## config.mk

```make
export PLATFORM = sky130hd
export DESIGN_NAME = pipe_stall_controller
export DESIGN_NICKNAME = d
export VERILOG_FILES = /design/src/rtl/pipe_ctrl_pkg.sv /design/src/rtl/sat_counter.sv /design/src/rtl/pipe_stall_controller.sv
export SDC_FILE = /design/constraint.sdc
export NUM_CORES = 1
export LEC_CHECK = 0
export CAP_MARGIN = 15
export CORE_MARGIN = 2
export CORE_UTILIZATION = 34
export DETAILED_ROUTE_END_ITERATION = 10
export PLACE_DENSITY = 0.65
export SKIP_CTS_REPAIR_TIMING = 1
export SLEW_MARGIN = 10
export SYNTH_ARGS = -nofsm -noshare
export SYNTH_HDL_FRONTEND = slang
export SYNTH_SLANG_ARGS = --single-unit
```

## constraint.sdc

```tcl
create_clock -name clk -period 1.97 [get_ports clk]
set_input_delay 0.394 -clock clk [delete_from_list [all_inputs] [get_ports clk]]
set_output_delay 0.394 -clock clk [all_outputs]
set_load 0.01 [all_outputs]
```

## src/rtl/pipe_ctrl_pkg.sv

```systemverilog
// Shared definitions for the pipeline stall controller: FSM encoding and default limits.
package pipe_ctrl_pkg;

    typedef enum logic [1:0] {
        RUN      = 2'd0,
        MEM_WAIT = 2'd1,
        FAULT    = 2'd2
    } state_t;

    localparam int MEM_TIMEOUT_DEF = 16;
    localparam int WAIT_W          = 5;

endpackage

```

## src/rtl/sat_counter.sv

```systemverilog
// Saturating up-counter with asynchronous active-low clear.
module sat_counter #(
    parameter int W = 16
) (
    input  logic         clk,
    input  logic         clr_n,
    input  logic         inc,
    output logic [W-1:0] count
);

    // Count up on inc, holding at all-ones once reached.
    always_ff @(posedge clk or negedge clr_n) begin
        if (!clr_n) begin
            count <= '0;
        end else if (inc && (count != {W{1'b1}})) begin
            count <= count + W'(1);
        end else begin
            count <= count;
        end
    end

endmodule

```

## src/rtl/pipe_stall_controller.sv

```systemverilog
// Pipeline stall/flush controller: memory-wait freeze with timeout fault,
// branch flush and load-use bubble, plus saturating stall/flush statistics.
module pipe_stall_controller
    import pipe_ctrl_pkg::*;
#(
    parameter int MEM_TIMEOUT = MEM_TIMEOUT_DEF,
    parameter int CNT_W       = 32
) (
    input  logic             clk,
    input  logic             rst_n,
    input  logic             lu_hazard,
    input  logic             branch_taken,
    input  logic             mem_req,
    input  logic             mem_ready,
    output logic             pc_write,
    output logic             if_id_write,
    output logic             id_ex_write,
    output logic             ex_mem_write,
    output logic             if_id_flush,
    output logic             id_ex_flush,
    output logic             mem_wb_bubble,
    output logic             fault,
    output logic [CNT_W-1:0] stall_cnt,
    output logic [15:0]      flush_cnt
);

    localparam logic [WAIT_W-1:0] TIMEOUT_L = WAIT_W'(MEM_TIMEOUT);

    state_t            state_r;
    state_t            next_state_s;
    logic [WAIT_W-1:0] wait_cnt_r;
    logic [WAIT_W-1:0] wait_nxt_s;
    logic              run_path_s;
    logic              flush_inc_s;

    // Next-state and same-cycle pipeline control decode.
    always_comb begin
        next_state_s  = state_r;
        wait_nxt_s    = wait_cnt_r;
        run_path_s    = 1'b0;
        flush_inc_s   = 1'b0;
        pc_write      = 1'b1;
        if_id_write   = 1'b1;
        id_ex_write   = 1'b1;
        ex_mem_write  = 1'b1;
        if_id_flush   = 1'b0;
        id_ex_flush   = 1'b0;
        mem_wb_bubble = 1'b0;
        fault         = 1'b0;
        case (state_r)
            RUN: begin
                if (mem_req && !mem_ready) begin
                    pc_write      = 1'b0;
                    if_id_write   = 1'b0;
                    id_ex_write   = 1'b0;
                    ex_mem_write  = 1'b0;
                    mem_wb_bubble = 1'b1;
                    wait_nxt_s    = {{(WAIT_W-1){1'b0}}, 1'b1};
                    next_state_s  = MEM_WAIT;
                end else begin
                    run_path_s    = 1'b1;
                end
            end
            MEM_WAIT: begin
                if (!mem_ready) begin
                    pc_write      = 1'b0;
                    if_id_write   = 1'b0;
                    id_ex_write   = 1'b0;
                    ex_mem_write  = 1'b0;
                    mem_wb_bubble = 1'b1;
                    wait_nxt_s    = wait_cnt_r + WAIT_W'(1);
                    if (wait_nxt_s >= TIMEOUT_L) begin
                        next_state_s = FAULT;
                    end else begin
                        next_state_s = MEM_WAIT;
                    end
                end else begin
                    // Access completes this cycle: release and behave as RUN.
                    run_path_s    = 1'b1;
                    wait_nxt_s    = '0;
                    next_state_s  = RUN;
                end
            end
            FAULT: begin
                pc_write      = 1'b0;
                if_id_write   = 1'b0;
                id_ex_write   = 1'b0;
                ex_mem_write  = 1'b0;
                fault         = 1'b1;
            end
            default: begin
                // Corrupted state encoding is treated as a fault.
                pc_write      = 1'b0;
                if_id_write   = 1'b0;
                id_ex_write   = 1'b0;
                ex_mem_write  = 1'b0;
                fault         = 1'b1;
                next_state_s  = FAULT;
            end
        endcase

        if (run_path_s && branch_taken) begin
            if_id_flush = 1'b1;
            id_ex_flush = 1'b1;
            flush_inc_s = 1'b1;
        end else if (run_path_s && lu_hazard) begin
            pc_write    = 1'b0;
            if_id_write = 1'b0;
            id_ex_flush = 1'b1;
        end else begin
            flush_inc_s = 1'b0;
        end
    end

    // FSM state and memory-wait counter.
    always_ff @(posedge clk or negedge rst_n) begin
        if (!rst_n) begin
            state_r    <= RUN;
            wait_cnt_r <= '0;
        end else begin
            state_r    <= next_state_s;
            wait_cnt_r <= wait_nxt_s;
        end
    end

    sat_counter #(.W(CNT_W)) u_stall_cnt (
        .clk   (clk),
        .clr_n (rst_n),
        .inc   (~pc_write),
        .count (stall_cnt)
    );

    sat_counter #(.W(16)) u_flush_cnt (
        .clk   (clk),
        .clr_n (rst_n),
        .inc   (flush_inc_s),
        .count (flush_cnt)
    );

endmodule

```

Word-level counts from Yosys, hierarchy flattened --
Index checks and enable logic that the tools add are counted.
Operators by class: $add $sub $neg 3, magnitude comparators 1, equality and inequality tests 5, muxes and demuxes 19, bitwise operators 2, reduce and logical (&&, ||, !) cells 11
Operators by type and width (count):
- $add 32x1->32 const B | 1
- $ne 32x32->1 const B | 1
- $add 16x1->16 const B | 1
- $ne 16x16->1 const B | 1
- $mux 1 | 10
- $mux 5 | 2
- $pmux 5 s2 | 1
- $mux 2 | 3
- $pmux 2 s3 | 1
- $add 5x1->5 const B | 1
- $ge 5x5->1 const B | 1
- $logic_and 1x1->1 | 5
- $pmux 1 s2 | 2
- $reduce_and 2->1 | 2
- $eq 2x1->1 const B | 1
- $eq 2x2->1 const B | 1
- $logic_not 2->1 | 1
- $ne 2x2->1 const B | 1
- $not 1->1 | 2
- $reduce_bool 2->1 | 1
- $reduce_or 2->1 | 1
- $logic_not 1->1 | 1
Word-level totals: register bits after elaboration 55

Longest topological paths before layout --
depth in word-level cells 9, mapped depth 7

Modules after synthesis --
From an unflattened synthesis, not the netlist that was laid out.
Unflattened totals: cell total of the unflattened synthesis 270, area total of the unflattened synthesis 2934.1 um2
By module, submodules not included:
- sat_counter (u_stall_cnt) | times used 1, cells each 151, area each 1624.1 um2
- sat_counter (u_flush_cnt) | times used 1, cells each 72, area each 859.6 um2
- pipe_stall_controller | times used 1, cells each 47, area each 450.4 um2

Worst setup path before layout --
Ideal clock, no wire load.
kind reg-to-reg, start register u_stall_cnt.count[0], end register u_stall_cnt.count[29], setup time 0.129 ns, data arrival time 1.695 ns, data required time 1.841 ns, setup slack 0.146 ns, stages on the path, launching flop included 8, buffers on the path 1, period minus slack after synthesis 1.824 ns, cell sequence dfrtp_1 -> ha_1 -> nand4_1 -> nor4_1 -> nand3_1 -> buf_2 -> and4bb_1 -> xor2_1
On the way: longest elaborated chain between the ends 2, elaborated cells between the ends (all ways) 3
Ends and longest elaborated chain:
- start, declared | RTL line sat_counter.sv:8 | output logic [W-1:0] count
- start signal, assigned | RTL line sat_counter.sv:16 | count <= count + W'(1);
- start signal, assigned | RTL line sat_counter.sv:18 | count <= count;
- branches (longest 2 deep; another with $add 32x1->32)
Parallel ways; which one is timed is not known. A chain may end at the register's enable or synchronous reset.

Worst setup path in the final report --
start input mem_req, end output if_id_write
On the way: longest elaborated chain between the ends 6, elaborated cells between the ends (all ways) 7
Ends and longest elaborated chain:
- start, declared | RTL line pipe_stall_controller.sv:13 | input logic mem_req,
- $logic_and 1x1->1 (*) | RTL line pipe_stall_controller.sv:52 | if (mem_req && !mem_ready) begin
- $mux 1 (*) | RTL line pipe_stall_controller.sv:52
- $pmux 1 s2 (*) | RTL line pipe_stall_controller.sv:50 | case (state_r)
- $logic_and 1x1->1 | RTL line pipe_stall_controller.sv:106 | end else if (run_path_s && lu_hazard) begin
- $mux 1 | RTL line pipe_stall_controller.sv:106
- $mux 1 (*) | RTL line pipe_stall_controller.sv:102 | if (run_path_s && branch_taken) begin
- end, declared | RTL line pipe_stall_controller.sv:16 | output logic if_id_write,
Every way passes the cells marked *; elsewhere a longest branch is shown, timed or not.

==> flow_summary.json <==
{
  "ant_nets": 0,
  "worst_slack_ps": 83.1,
  "track_usage_pct": 15.3,
  "syn_inst": 260,
  "antenna_found_initial": 0,
  "finalPower_w": 0.00262,
  "ys.warnings.count": 0,
  "die_h_um": 94.4,
  "synth_area_leaders": "dfrtp_1, xnor2_1, xor2_1",
  "ys_ff_latch": 55,
  "clock_latency_ps": 310,
  "p_sw_share_pct": 26.1,
  "vias_per_cell": 4.89,
  "power_frac_seq_pct": 47.9,
  "die_x_um": 94.4,
  "grt_pass1_wl_um": 10800,
  "fin_worst_skew_ps": 7.80,
  "avgSynthCellArea_um2": 10.7,
  "overflow": 0,
  "post-route-period-util_pct": 95.8,
  "drc_errors": 0,
  "hold_viol": 0,
  "cp_top_family": "buffers and inverters",
  "syn-num-nets": 269,
  "grt_pass1_vias": 2311,
  "p_leak_nw": 1.85,
  "clock_sinks": 55,
  "synth_top_area_cell": "dfrtp_1",
  "num_vias": 2254,
  "critPathKind": "in -> out",
  "tritoncts": "built",
  "area_delta_synth_final_pct": 42.6,
  "place_ws_ps": -432,
  "ir_drop_v": 0.000312,
  "p_switching_w": 0.000683,
  "synth-edff-count": 0,
  "port_buffers": 61,
  "finalSetupViolCount": 0,
  "fmax_mhz": 530,
  "gp_congestion": 0.832,
  "worstSetupEndpointType": "output port",
  "cts_buffers": 5,
  "drive_gt1_share_pct": 18.7,
  "yosysSeqAreaShare_pct": 49.5,
  "drt-total-wl_um": 6410,
  "min_path_type": "in -> async",
  "wl_per_cell_um": 13.9,
  "critPathBufInv": 3,
  "path_max_fanout": 5,
  "cts-root-buf": "clkbuf_8",
  "yosys.area.top_type_share_pct": 49.5,
  "ys_types": 44,
  "fin_crit_ps": 1890,
  "power.density_nw_per_um2": 661,
  "finalNetCount": 367,
  "grt_max_degree": 23,
  "netlist_area_um2": 2780,
  "pwr-share-clk_pct": 29.8,
  "startpoint_type": "input pin",
  "relSlewSlack_pct": 66.7,
  "synth_flop_cell": "dfrtp_1",
  "maxSlewViolCount": 0,
  "drt_iter0_drc": 63,
  "dp_hpwl_um": 4900,
  "tightestPinTransition_ps": 499,
  "arrival_ps": 1490,
  "cts.clk_slew.worst_paths_ps": 100,
  "path_cells": "clkdlybuf4s50_1, o21ba_4, nor3_4, buf_12, clkbuf_2",
  "diodes": 0,
  "htree_levels": 2,
  "dieArea_um2": 8910,
  "pwr-share-comb_pct": 22.3,
  "p_int_w": 0.00193,
  "design.core.area_um2": 7810,
  "final_common_cell": "dfrtp_1",
  "dr.pass1.iters": 4,
  "slowest_delay_ps": 440,
  "row_count": 32,
  "status": "complete, no violations",
  "fin_util_pct": 50.7,
  "clock_path_buffers": 2,
  "critPathSlowestCell": "clkdlybuf4s50_1",
  "required_ps": 1580,
  "io_pins": 62,
  "rsz0062_at_grt": "no",
  "final_cell_mix": "dfrtp_1, clkdlybuf4s50_1, buf_4, xnor2_1, nand2_1",
  "start_util_pct": 35.6,
  "drv_cap": 0,
  "async_flop_share_pct": 100
}
==> cell families (layout without fill, tap and decap cells) <==
| group | count (synthesis) | count (layout) | synth area share, % |
|---|---|---|---|
| mux | 4 | 4 | 1.53 |
| buf+inv | 13 | 112 | 2.12 |
| xor+xnor | 47 | 47 | 14.8 |
| fa+ha+maj | 3 | 3 | 1.35 |
| flops | 55 | 55 | 49.5 |
| compound gates | 18 | 18 | 4.64 |
| simple gates | 120 | 120 | 26.0 |
==> state kept, by name, summed over array words and instances, names as in the netlist <==
register and cells:
u_stall_cnt.count 32, u_flush_cnt.count 16, wait_cnt_r 5, state_r 2
==> cell type report <==
| type | count | area [µm²] |
|---|---|---|
| clock buffer | 6 | 82.6 |
| timing repair buffer | 100 | 921 |
| tap | 102 | 128 |
| multi-input combinational | 192 | 1400 |
| fill | 742 | 3850 |
| inverter | 4 | 15.0 |
| clock inverter | 2 | 35.0 |
| sequential | 55 | 1380 |
==> cells in the mapped netlist (all sizes together) (4+ instances only) <==
master,count
and3,5
buf,4
clkbuf,5
nor2,16
o21ai,6
xnor2,28
nor3,9
inv,4
xor2,19
nand4,20
and4,4
dfrtp,55
nor4,6
a21oi,4
nand3,20
nand2,24
==> path summary, 6_finish.rpt <==
check / start / to / slack [ps] / depth (start not counted)
max: mem_req / if_id_write / 80 / 5
min: rst_n / u_flush_cnt.count[13]$_DFFE_PN0P_ / 40 / 1
max reg2reg: u_stall_cnt.count[0]$_DFFE_PN0P_ / u_stall_cnt.count[2]$_DFFE_PN0P_ / 140 / 9
min reg2reg: u_flush_cnt.count[15]$_DFFE_PN0P_ / u_flush_cnt.count[15]$_DFFE_PN0P_ / 500 / 1
max in group asynchronous: rst_n / state_r[1]$_DFFE_PN0P_ / 1230 / 2
min in group clk: u_flush_cnt.count[15]$_DFFE_PN0P_ / u_flush_cnt.count[15]$_DFFE_PN0P_ / 500 / 1
==> routing by layer <==
metal,part of all wire (%),wire length (µm),up-vias,track usage [%]
met5,0,0,-,0
met4,0.97,62,0,4.11
met3,4.9,317,7,3.27
met2,50,3180,55,27.0
met1,44,2850,1073,19.0
li1,-,-,1119,-
==> per-stage QoR <==
step	hold slack [ps]	area, µm²	TNS [ps]	std cells
floorplan	98.4	2780	0	260
global route	62.6	3960	0	461
detailed placement	389	3750	-9060	450
finish	38.5	3960	0	461
global placement	396	3750	-7640	450
CTS	47.9	3870	-2620	458
==> power groups by stage <==
stage	clock, W	sequential [W]	combinational, W
global route	0.000851	0.00127	0.000631
detailed placement	0	0.00128	0.000576
CTS	0.000806	0.00126	0.000577
global placement	0	0.00127	0.000570
floorplan	0	0.00135	0.000134
finish	0.000780	0.00125	0.000584
No activity file was read; power rests on OpenSTA's default activity.
